===== src/rtl/mem_port_arbiter.sv =====
// Arbiter sharing one single-port word memory between fetch (I) and load/store (D).
// Define MEM_MISALIGN_CHK_EN to add d_err and suppress misaligned data accesses.
module mem_port_arbiter #(
    parameter int ADDR_W     = 32,
    parameter int DATA_W     = 32,
    parameter int MEM_LAT    = 1,
    parameter int STARVE_MAX = 4
) (
    input  logic              clk,
    input  logic              rst,
    input  logic              i_req,
    input  logic [ADDR_W-1:0] i_addr,
    output logic [DATA_W-1:0] i_rdata,
    output logic              i_ack,
    input  logic              d_req,
    input  logic              d_we,
    input  logic [ADDR_W-1:0] d_addr,
    input  logic [DATA_W-1:0] d_wdata,
    output logic [DATA_W-1:0] d_rdata,
    output logic              d_ack,
    output logic [ADDR_W-1:0] mem_A,
    output logic [DATA_W-1:0] mem_WD,
    output logic              mem_We,
    input  logic [DATA_W-1:0] mem_RD,
    output logic              busy
`ifdef MEM_MISALIGN_CHK_EN
    ,
    output logic              d_err
`endif
);

    typedef enum logic [1:0] {IDLE, RUN, DONE} state_t;

    localparam logic [3:0] CNT_INIT   = 4'(MEM_LAT - 1);
    localparam logic [3:0] STARVE_LIM = 4'(STARVE_MAX);

    state_t              state_q, state_d;
    logic                owner_q, owner_d;
    logic [ADDR_W-1:0]   addr_q, addr_d;
    logic                we_q, we_d;
    logic [DATA_W-1:0]   wdata_q, wdata_d;
    logic [3:0]          cnt_q, cnt_d;
    logic [3:0]          starve_q, starve_d;
    logic [DATA_W-1:0]   i_rdata_q, i_rdata_d;
    logic [DATA_W-1:0]   d_rdata_q, d_rdata_d;
    logic                d_win;
    logic                blk;

`ifdef MEM_MISALIGN_CHK_EN
    logic err_q, err_d;

    always_ff @(posedge clk or negedge rst) begin
        if (!rst) begin
            err_q <= 1'b0;
        end else begin
            err_q <= err_d;
        end
    end

    always_comb begin
        err_d = err_q;
        if (state_q == IDLE && (i_req || d_req)) begin
            err_d = d_win && (d_addr[1:0] != 2'b00);
        end
    end

    assign blk   = err_q;
    assign d_err = (state_q == DONE) && owner_q && err_q;
`else
    assign blk = 1'b0;
`endif

    always_ff @(posedge clk or negedge rst) begin
        if (!rst) begin
            state_q   <= IDLE;
            owner_q   <= 1'b0;
            addr_q    <= '0;
            we_q      <= 1'b0;
            wdata_q   <= '0;
            cnt_q     <= 4'd0;
            starve_q  <= 4'd0;
            i_rdata_q <= '0;
            d_rdata_q <= '0;
        end else begin
            state_q   <= state_d;
            owner_q   <= owner_d;
            addr_q    <= addr_d;
            we_q      <= we_d;
            wdata_q   <= wdata_d;
            cnt_q     <= cnt_d;
            starve_q  <= starve_d;
            i_rdata_q <= i_rdata_d;
            d_rdata_q <= d_rdata_d;
        end
    end

    // owner_q: 1 = data port, 0 = fetch port
    always_comb begin
        state_d   = state_q;
        owner_d   = owner_q;
        addr_d    = addr_q;
        we_d      = we_q;
        wdata_d   = wdata_q;
        cnt_d     = cnt_q;
        starve_d  = starve_q;
        i_rdata_d = i_rdata_q;
        d_rdata_d = d_rdata_q;
        d_win     = d_req && !(i_req && starve_q == STARVE_LIM);
        unique case (state_q)
            IDLE: begin
                if (i_req || d_req) begin
                    if (d_win) begin
                        owner_d = 1'b1;
                        addr_d  = d_addr;
                        we_d    = d_we;
                        wdata_d = d_wdata;
                        if (i_req && starve_q != 4'hF) begin
                            starve_d = starve_q + 4'd1;
                        end
                    end else begin
                        owner_d  = 1'b0;
                        addr_d   = i_addr;
                        we_d     = 1'b0;
                        starve_d = 4'd0;
                    end
                    cnt_d   = CNT_INIT;
                    state_d = RUN;
                end
            end
            RUN: begin
                if (cnt_q != 4'd0) begin
                    cnt_d = cnt_q - 4'd1;
                end else begin
                    if (!we_q && !blk) begin
                        if (owner_q) begin
                            d_rdata_d = mem_RD;
                        end else begin
                            i_rdata_d = mem_RD;
                        end
                    end
                    state_d = DONE;
                end
            end
            DONE: begin
                state_d = IDLE;
            end
            default: begin
                state_d = IDLE;
            end
        endcase
    end

    assign mem_A   = addr_q;
    assign mem_WD  = wdata_q;
    assign mem_We  = (state_q == RUN) && (cnt_q == 4'd0) && we_q && !blk;
    assign i_ack   = (state_q == DONE) && !owner_q;
    assign d_ack   = (state_q == DONE) && owner_q;
    assign busy    = (state_q != IDLE);
    assign i_rdata = i_rdata_q;
    assign d_rdata = d_rdata_q;

endmodule


===== config.mk =====
export PLATFORM = sky130hd
export DESIGN_NAME = mem_port_arbiter
export DESIGN_NICKNAME = d
export VERILOG_FILES = /design/src/rtl/mem_port_arbiter.sv
export SDC_FILE = /design/constraint.sdc
export NUM_CORES = 1
export LEC_CHECK = 0
export CAP_MARGIN = 20
export CORE_MARGIN = 4
export CORE_UTILIZATION = 40
export DETAILED_ROUTE_END_ITERATION = 8
export PLACE_DENSITY = 0.9
export SYNTH_ARGS = -nofsm -noshare
export SYNTH_HDL_FRONTEND = slang
export SYNTH_SLANG_ARGS = --single-unit

===== constraint.sdc =====
create_clock -name clk -period 2.19 [get_ports clk]
set_input_delay 0.438 -clock clk [delete_from_list [all_inputs] [get_ports clk]]
set_output_delay 0.438 -clock clk [all_outputs]
set_load 0.005 [all_outputs]

Word level (Yosys, flattened, before mapping) --
Index checks and enable logic that the tools add are counted.
Word-level totals: register bits 140, input port bits 133, word-level logic and storage cells 55
Cells by class: $add $sub $neg 2, equal/unequal tests 8, multiplexer cells 11, bitwise gates (word level) 3, reductions and logical operators 22
Operator list (number):
- 32-bit 2-to-1 mux | 1
- 4-bit 2-to-1 mux | 4
- 3-bit AND reduction | 3
- 4-bit one-hot mux with 2 select lines | 1
- 4-bit AND reduction | 2
- 1-bit logical AND | 7
- 2-bit inequality test, second input constant | 3
- 4-bit by 1-bit adder with 4-bit output, second input constant | 1
- 4-bit by 3-bit equality test with 1-bit output, second input constant | 1
- 4-bit zero test | 1
- 2-bit 2-to-1 mux | 2
- 4-bit inequality test, second input constant | 1
- 2-bit one-hot mux with 2 select lines | 1
- 2-bit AND reduction | 2
- 2-bit nonzero test | 2
- 4-bit nonzero test | 1
- 4-bit by 1-bit subtractor with 4-bit output, second input constant | 1
- 1-bit inverter | 3
- 2-bit by 1-bit equality test with 1-bit output, second input constant | 1
- 2-bit equality test, second input constant | 1
- 1-bit zero test | 2
- 2-bit zero test | 1
- 1-bit 2-to-1 mux | 2
- 2-bit by 1-bit inequality test with 1-bit output, second input constant | 1
- 1-bit logical OR | 1

Logic depth before layout (Yosys ltp) --
Gate-level depths: netlist of run 1.
depth in word-level cells 6, depth in mapped cells 8

Least setup slack after synthesis of run 1 --
OpenSTA, ideal clock, no wires.
kind register to register, from reg starve_q[0], to reg wdata_q[10] (netlist: mem_WD[10]), data arrival time 1681 ps, data required time 2065 ps, path slack 385 ps, stages on the path, launching flop included 9, path through dfrtp_1 inv_1 ha_1 nand4b_1 and2_1 buf_2 nand2_2 buf_4 mux2_2
Between the ends: word-level cells in the longest chain between the ends 5
RTL lines:
- start: declaration | line 43 | logic [3:0] starve_q, starve_d;
- start signal: assignment | line 91 | starve_q <= starve_d;
- 4-bit by 3-bit equality test with 1-bit output | line 108 | d_win = d_req && !(i_req && starve_q == STARVE_LIM);
- 1-bit logical AND | line 108
- 1-bit zero test | line 108
- 1-bit logical AND | line 108
- 3-bit AND reduction (no line)
- end signal: assignment | line 89 | wdata_q <= wdata_d;
- end: declaration | line 41 | logic [DATA_W-1:0] wdata_q, wdata_d;
No other way between the ends. A chain may end at the register's enable or synchronous reset.

Worst setup path after layout of run 1 --
from reg cnt_q[1], to out mem_We
Between the ends: word-level cells in the longest chain between the ends 3
RTL lines:
- start: declaration | line 42 | logic [3:0] cnt_q, cnt_d;
- start signal: assignment | line 90 | cnt_q <= cnt_d;
- 4-bit zero test | line 155 | assign mem_We = (state_q == RUN) && (cnt_q == 4'd0) && we_q && !blk;
- 1-bit logical AND (2 in series) | line 155
- end: declaration | line 23 | output logic mem_We,
No other way between the ends.

==> results.txt, run 1 <==
----------------------------------------------------
[Min path]
  Hold-critical path depth ... 1
  Launch point of the worst hold path ... mem_WD[7]$_DFFE_PN0P_
  Path class of the lowest-slack min-delay path ... reg -> reg
  Terminating pin of the worst hold path ... mem_WD[7]$_DFFE_PN0P_

[Timing]
  Fin crit share ... 101%
  Setup slack of the critical path after layout ... -0.0198 ns
  Unrepaired setup endpoints after global routing ... true
  Worst-case clock skew ... 0.0148 ns
  Time the worst path needs with I/O delays and setup ... ~2.2 ns
  Count of final hold-check violations ... 0
  Actual slew at the worst max-slew pin ... between 0.4 and 0.5 ns
  Number of endpoints failing setup at the final stage ... 1
  Number of pins with negative max-slew slack in the final report ... 0
  Achievable frequency ... around 450 MHz
  Setup TNS after final layout ... -0.0198 ns
  Slew HR ... a little over two thirds

[Route]
  Total routed wire length on the met1 layer ... around 6 mm
  Routed wl met3 ... around 1.5 mm
  Routed Antenna Nets ... 0
  Routed WL ... 16.7 mm
  DRC violation count after routing ... 0
  Met2 wire length ... 8.83 mm
  Detailed-route wire length per cell ... 18.0 µm
  Top routing layer in use ... met4
  Number of design-rule violations left by the first detailed-router iteration ... roughly 140
  Length of the first detailed-routing pass in iterations ... 6
  Vias per cell ... 5.01
  Total via count after detailed routing ... 4641

[Place]
  Input/output buffers ... 264
  Detail Placement HPWL ... roughly 12 mm
  Post-detailed-placement cell area ... around 0.0086 mm²
  Final RePlAce weighted congestion ... between 0.8 and 0.9

[Critical path]
  Kind of end point of the critical path ... primary output
  Capture instance of the worst register-to-register path ... d_rdata[19]$_DFFE_PN0P_
  Startpoint of the worst-slack reg-to-reg timing path ... cnt_q[1]$_DFFE_PN0P_
  CP max stage cell ... sky130_fd_sc_hd__or3b_4
  Cell count of the worst reg-to-reg path ... 8
  Setup CP Type ... reg -> out
  Crit path required time ... around 1.8 ns
  Critical path data arrival time ... roughly 1.8 ns
  Max FO, Critical Path ... 2
  CP startpoint kind ... flip-flop
  Critical Path, Cell by Cell ... inv_2 -> ha_4 -> or3b_4 -> nor2_8 -> and2_4 -> buf_6
  Largest stage delay on the critical path ... between 0.4 and 0.5 ns
  FF-to-FF setup slack ... 0.14 ns

[Synth]
  Mean area per synthesized cell ... 12.6 µm²
  Number of warnings printed during yosys synthesis ... 0
  Register bit total from synthesis ... 140
  Number of enable flip-flop cells after synthesis ... 0
  Fraction of synthesized cell area taken by the top area cell type ... 61.4%
  Cell area after synthesis ... 0.00571 mm²
  Cell type with the highest aggregate area in the netlist ... sky130_fd_sc_hd__dfrtp_1
  Fraction of the yosys area taken by sequential cells ... between 60% and 70%
  Dominant cells by area after synthesis ... sky130_fd_sc_hd__dfrtp_1, sky130_fd_sc_hd__mux2_2, sky130_fd_sc_hd__mux2_1, sky130_fd_sc_hd__a21oi_1, sky130_fd_sc_hd__nand2_1
  Synth cell types ... 36
  Post-synthesis cell count ... between 400 and 500
  FFs w/ async S/R, synth ... 100%
  Nets in the synthesized netlist ... approximately 590
  Predominant post-synthesis flop cell ... sky130_fd_sc_hd__dfrtp_1

[Cells and area]
  Synthesis-to-layout area growth ... 62.6%
  Share of layout cells above drive strength 1 ... around 17%
  FILL cells ... approximately 980
  Count of nets after finishing ... 870
  Layout Cell Area excl Fill ... just over 0.009 mm²
  Diode insertion count for antenna repair ... 0
  Sequential standard cell area ... between 0.003 and 0.004 mm²
  Multi-input gate area ... between 0.002 and 0.0025 mm²

[Clock tree]
  Total CTS buffers ... 17
  Clock root buffer master ... sky130_fd_sc_hd__clkbuf_16
  TritonCTS clock tree ... yes
  TritonCTS sink count ... 140
  Largest buffer count on any clock path ... 2
  Clock transition at the registers of the reported paths ... 0.06 ns
  H-tree level count ... 4
  Insertion delay to the later sink of the worst-skew pair ... 0.42 ns

[Power and ir drop]
  Cell leakage power ... about 3.9 nW
  Maximum VDD drop ... 620 µV
  Cell Pwr Density ... about 1400 mW/mm²

[Run status]
  Status ... complete, but fails checks
  Violated checks ... setup timing

[Floorplanning]
  Starting utilization of the core area ... 40.9%
  Total die area ... roughly 0.016 mm²
  I/O pin count ... approximately 270
  Die height ... approximately 130 µm
  Core area ... 0.0139 mm²
  FP Rows ... 43
  Die X ... 127 µm

[Global route]
  Pin count of the biggest net entering global routing ... 55
  Total gr overflow ... 0
  Overall routing resource usage ... roughly a fifth
  Wire length of the first global-routing pass ... approximately 26 mm
  Number of global-route vias before repair ... approximately 5200
  Initial antenna violation count ... 0

[Job]
  Number of max-cap violations ... 0

----------------------------------------------------
## flip-flops by register name, summed over array words and instances (netlist names)
signal and cells:
owner_q 1, mem_WD 32, d_rdata 32, mem_A 32, cnt_q 4, state_q 2, starve_q 4, i_rdata 32
we_q 1
## power breakdown
group          leakage [nW]  total, W  internal [W]  switching (W)
sequential             1.64   0.00461       0.00388       0.000738
combinational          2.00   0.00566       0.00361        0.00205
clock                 0.269   0.00274       0.00163        0.00111
## metrics by stage
stage	power (W)	util, %	instances	setup slack (ns)	hold slack [ns]
finish	0.0130	66.6	926	-0.0198	0.489
global route	0.0138	66.6	926	-0.0732	0.499
CTS	0.0132	66.5	925	-0.0519	0.494
detailed placement	0.0104	62.0	888	-0.127	0.398
global placement	0.0101	62.0	888	0.0465	0.387
floorplan	0.00672	-	452	0.385	0.142
## Yosys cell counts, types with 4 or more instances
cell	instances
sky130_fd_sc_hd__dfrtp_1	140
sky130_fd_sc_hd__nand2_1	42
sky130_fd_sc_hd__buf_2	6
sky130_fd_sc_hd__a21oi_1	65
sky130_fd_sc_hd__mux2_1	38
sky130_fd_sc_hd__inv_1	6
sky130_fd_sc_hd__nand3_1	8
sky130_fd_sc_hd__clkbuf_1	10
sky130_fd_sc_hd__o21ai_0	5
sky130_fd_sc_hd__nor2_1	35
sky130_fd_sc_hd__mux2_2	60
sky130_fd_sc_hd__ha_1	4
## placed cells by master (no fill, tap or decap), drive strengths merged
cell / netlist / routed
and3b: 1 / 1
dfrtp: 140 / 140
a21oi: 65 / 65
o21a: 1 / 1
o21ai: 5 / 5
clkdlybuf4s50: 0 / 262
inv: 6 / 8
buf: 14 / 23
a22o: 1 / 1
clkinvlp: 0 / 4
nor3b: 1 / 1
and3: 1 / 1
xor2: 1 / 1
nand2: 44 / 44
or3b: 2 / 2
nand3b: 1 / 1
clkbuf: 10 / 20
dlygate4sd3: 0 / 1
nand3: 8 / 8
mux2: 98 / 98
o31ai: 1 / 1
nand4b: 1 / 1
mux2i: 1 / 1
bufinv: 0 / 1
ha: 4 / 4
a211oi: 1 / 1
nor2: 36 / 36
nor4: 2 / 2
and2: 2 / 2
nor2b: 2 / 2
nand2b: 1 / 1
clkinv: 0 / 5
a21o: 1 / 1
and4b: 1 / 1
## how the worst max path moves through the flow
stage,slack [ns],cells past startpoint,startpoint,to
detailed placement,-0.13,5,i_req,starve_q[3]$_DFFE_PN0P_
global placement,0.05,6,cnt_q[1]$_DFFE_PN0P_,mem_We
CTS,-0.05,6,cnt_q[0]$_DFFE_PN0P_,mem_We
global route,-0.07,6,cnt_q[1]$_DFFE_PN0P_,mem_We
floorplan,0.38,8,starve_q[0]$_DFFE_PN0P_,mem_WD[10]$_DFFE_PN0P_
finish,-0.02,6,cnt_q[1]$_DFFE_PN0P_,mem_We
## metal layers
layer	vias to the layer above	GRT usage [%]
met4	0	8.26
met1	2265	21.3
met5	-	0
met3	33	8.28
met2	217	37.4
li1	2126	-
## logic make-up after synthesis
kind of cell / share of synthesized area, %
adders and majority gates: 0.877
muxes: 19.5
xor gates and xnor gates: 0.154
AOI/OAI and AO/OA: 6.82
DFF: 61.4
buffers and inverters: 2.70
and+or+nand+nor: 8.53
## what timing repair did
action                                  CTS  global route
buffers inserted                          4             1
pin swaps                                 2             1
endpoints found under the setup margin    1             2
gates resized for setup                  10             1
hold buffers                              1             0
endpoints found under the hold margin    43             0
## worst max-delay path, delay by kind of cell, from the launching register on
kind | cells | cell delay [ns]
adder cells (fa/ha/maj) | 1 | 0.13
buffers and inverters | 2 | 0.18
AND/OR/NAND/NOR | 3 | 0.66
flip-flops | 1 | 0.39
## cell type report
class / instances / share of cell area (%)
Clock inverter: 12 / 1.23
Clock buffer: 20 / 4.92
Tap cell: 180 / 2.43
Multi-Input combinational cell: 282 / 22.3
Timing Repair Buffer: 286 / 31.1
Sequential cell: 140 / 37.8
Inverter: 6 / 0.243
(Power assumes the default switching activity.)
==> run 2, diff against run 1 <==
--- a/config.mk
+++ b/config.mk
@@ -10,6 +10,7 @@
 export CORE_UTILIZATION = 40
 export DETAILED_ROUTE_END_ITERATION = 8
 export PLACE_DENSITY = 0.9
+export SLEW_MARGIN = 10
 export SYNTH_ARGS = -nofsm -noshare
 export SYNTH_HDL_FRONTEND = slang
 export SYNTH_SLANG_ARGS = --single-unit
==> results of run 2 <==
Final layout, timing and power as in run 1 (identical DEF).
==> run 3, diff against run 2 <==
--- a/config.mk
+++ b/config.mk
@@ -10,6 +10,7 @@
 export CORE_UTILIZATION = 40
 export DETAILED_ROUTE_END_ITERATION = 8
 export PLACE_DENSITY = 0.9
+export RECOVER_POWER = 25
 export SLEW_MARGIN = 10
 export SYNTH_ARGS = -nofsm -noshare
 export SYNTH_HDL_FRONTEND = slang
==> run 3 against run 2 <==
The run still ends with setup timing left. Global-route usage unchanged. Wire length decreased by 0.16%. Via count increased by 0.24%. Sequential share of layout area grew 0.097 points. Count of clock-buffer cells in the layout unchanged. Maximum frequency about the same. First-iteration DRC count increased by 9.7%. Sequential cell count unchanged. Register-to-register slack about the same. Cell count unchanged. Total power barely moved. Non-clock buffer count unchanged.
==> results.txt, run 3 (same netlist as run 1, synthesis figures left out) <==
----------------------------------------------------
[Run status]
  Status ... complete, but fails checks
  Violated checks ... setup timing

[Floorplanning]
  I/O pin count ... 265 (unchanged)
  Core area ... 0.0139 mm² (unchanged)
  Die height ... 127 µm (unchanged)
  Total die area ... 0.0162 mm² (unchanged)
  Die X ... 127 µm (unchanged)
  FP Rows ... 43 (unchanged)
  Starting utilization of the core area ... 40.9% (unchanged)

[Critical path]
  Setup CP Type ... reg -> out
  FF-to-FF setup slack ... 0.14 ns (about the same)
  Max FO, Critical Path ... 2 (unchanged)
  Crit path required time ... 1.75 ns (about the same)
  CP startpoint kind ... flip-flop
  Critical path data arrival time ... 1.77 ns (about the same)
  Kind of end point of the critical path ... primary output

[Place]
  Pre-CTS worst setup slack ... -0.127 ns (unchanged)
  Detail Placement HPWL ... 12.4 mm (unchanged)
  Final RePlAce weighted congestion ... 0.858 (unchanged)
  Input/output buffers ... 264 (unchanged)
  Post-detailed-placement cell area ... 0.00864 mm² (unchanged)

[Route]
  Vias per cell ... 5.02 (+0.24%)
  Number of design-rule violations left by the first detailed-router iteration ... 158 (+9.7%)
  DRC violation count after routing ... 0 (unchanged)
  Routed WL ... 16.6 mm (-0.16%)
  Detailed-route wire length per cell ... 18.0 µm (-0.16%)
  Total via count after detailed routing ... 4652 (+0.24%)
  Routed Antenna Nets ... 0 (unchanged)
  Length of the first detailed-routing pass in iterations ... 4 (-2)

[Timing]
  Slew HR ... 25.0% (-45 points)
  Setup slack of the critical path after layout ... -0.0214 ns (-0.00163 ns)
  Number of endpoints failing setup at the final stage ... 1 (unchanged)
  Unrepaired setup endpoints after global routing ... true
  Count of final hold-check violations ... 0 (unchanged)
  Worst-case clock skew ... 0.0156 ns (+0.000837 ns)
  Fin crit share ... 101% (about the same)
  Time the worst path needs with I/O delays and setup ... 2.21 ns (+0.00163 ns)
  Achievable frequency ... 452 MHz (about the same)
  Actual slew at the worst max-slew pin ... 1.13 ns (+0.672 ns)
  Number of pins with negative max-slew slack in the final report ... 0 (unchanged)

[Global route]
  Wire length of the first global-routing pass ... 26.1 mm (unchanged)
  Total gr overflow ... 0 (unchanged)
  Pin count of the biggest net entering global routing ... 55 (unchanged)
  Number of global-route vias before repair ... 5185 (unchanged)
  Overall routing resource usage ... 20.7% (unchanged)
  Initial antenna violation count ... 0 (unchanged)

[Power and ir drop]
  Cell Pwr Density ... 1410 mW/mm² (+0.22%)
  Cell leakage power ... 3.90 nW (-0.22%)
  Maximum VDD drop ... 619 µV (about the same)

[Clock tree]
  H-tree level count ... 4 (unchanged)
  Largest buffer count on any clock path ... 2 (unchanged)
  Total CTS buffers ... 17 (unchanged)
  TritonCTS sink count ... 140 (unchanged)
  Clock transition at the registers of the reported paths ... 0.06 ns (about the same)
  Insertion delay to the later sink of the worst-skew pair ... 0.42 ns (about the same)
  Clock root buffer master ... sky130_fd_sc_hd__clkbuf_16
  TritonCTS clock tree ... yes

[Cells and area]
  Commonest cells after routing, fill and taps aside ... sky130_fd_sc_hd__clkdlybuf4s50_1, sky130_fd_sc_hd__dfrtp_1, sky130_fd_sc_hd__a21oi_1
  Count of nets after finishing ... 870 (unchanged)
  Synthesis-to-layout area growth ... 62.2%
  Layout Cell Area excl Fill ... 0.00925 mm² (-0.26%)
  Most common cell after layout, fill and taps aside ... sky130_fd_sc_hd__clkdlybuf4s50_1
  Share of layout cells above drive strength 1 ... 16.9% (unchanged)
  Diode insertion count for antenna repair ... 0 (unchanged)

[Job]
  Number of max-cap violations ... 0 (unchanged)

[Min path]
  Path class of the lowest-slack min-delay path ... reg -> reg

----------------------------------------------------
[run 3: per-layer routing]
| metal | vias to the layer above | track usage, % | part of all wire, % |
|---|---|---|---|
| li1 | 2127 | - | - |
| met4 | 0 | 8.26 | 2.0 |
| met2 | 226 | 37.4 | 53 |
| met3 | 26 | 8.28 | 8.9 |
| met5 | - | 0 | 0 |
| met1 | 2273 | 21.3 | 36 |
[run 3: cell type report]
type	count	area [µm²]
clock buffer	20	457
clock inverter	12	114
fill	978	4680
inverter	6	22.5
multi-input combinational	282	2070
sequential	140	3500
tap	180	225
timing repair buffer	286	2860
[run 3: per-stage QoR]
| step | utilization, % | instances | hold WS (ns) | setup TNS (ns) | total power, W |
|---|---|---|---|---|---|
| after detailed placement | 62.0 | 888 | 0.398 | -0.320 | 0.0104 |
| after global routing | 66.4 | 926 | 0.499 | -0.0732 | 0.0138 |
| final | 66.4 | 926 | 0.489 | -0.0214 | 0.0130 |
| after CTS | 66.5 | 925 | 0.494 | -0.0519 | 0.0132 |
| after global placement | 62.0 | 888 | 0.387 | 0 | 0.0101 |
| after floorplan | - | 452 | 0.142 | 0 | 0.00672 |
[run 3: critical path, stage by stage, from the launching register on]
cell	delay, ns
sky130_fd_sc_hd__dfrtp_1	0.39
sky130_fd_sc_hd__inv_2	0.09
sky130_fd_sc_hd__ha_4	0.13
sky130_fd_sc_hd__or3b_4	0.41
sky130_fd_sc_hd__nor2_8	0.10
sky130_fd_sc_hd__and2_4	0.15
sky130_fd_sc_hd__buf_6	0.09
[run 3: worst paths after layout]
path                                            to                   from  depth (start not counted)
hold / removal               mem_WD[7]$_DFFE_PN0P_  mem_WD[7]$_DFFE_PN0P_                          1
min in group asynchronous  d_rdata[17]$_DFFE_PN0P_                    rst                          2
hold reg to reg              mem_WD[7]$_DFFE_PN0P_  mem_WD[7]$_DFFE_PN0P_                          1
setup / recovery                            mem_We   cnt_q[1]$_DFFE_PN0P_                          6
max in group asynchronous  d_rdata[26]$_DFFE_PN0P_                    rst                          3
setup reg to reg           d_rdata[19]$_DFFE_PN0P_   cnt_q[1]$_DFFE_PN0P_                          8
[run 3: report_power, final]
| group | switching, W | internal, W |
|---|---|---|
| clock | 0.00111 | 0.00163 |
| sequential | 0.000739 | 0.00388 |
| combinational | 0.00205 | 0.00361 |
| total | 0.00390 | 0.00911 |
[run 3: timing repair]
item                       4_1_cts  5_1_grt
resized for setup               10        1
hold endpoints to repair        43        0
hold buffers                     1        0
setup endpoints to repair        1        2
pin swaps                        2        1
setup buffers                    4        1
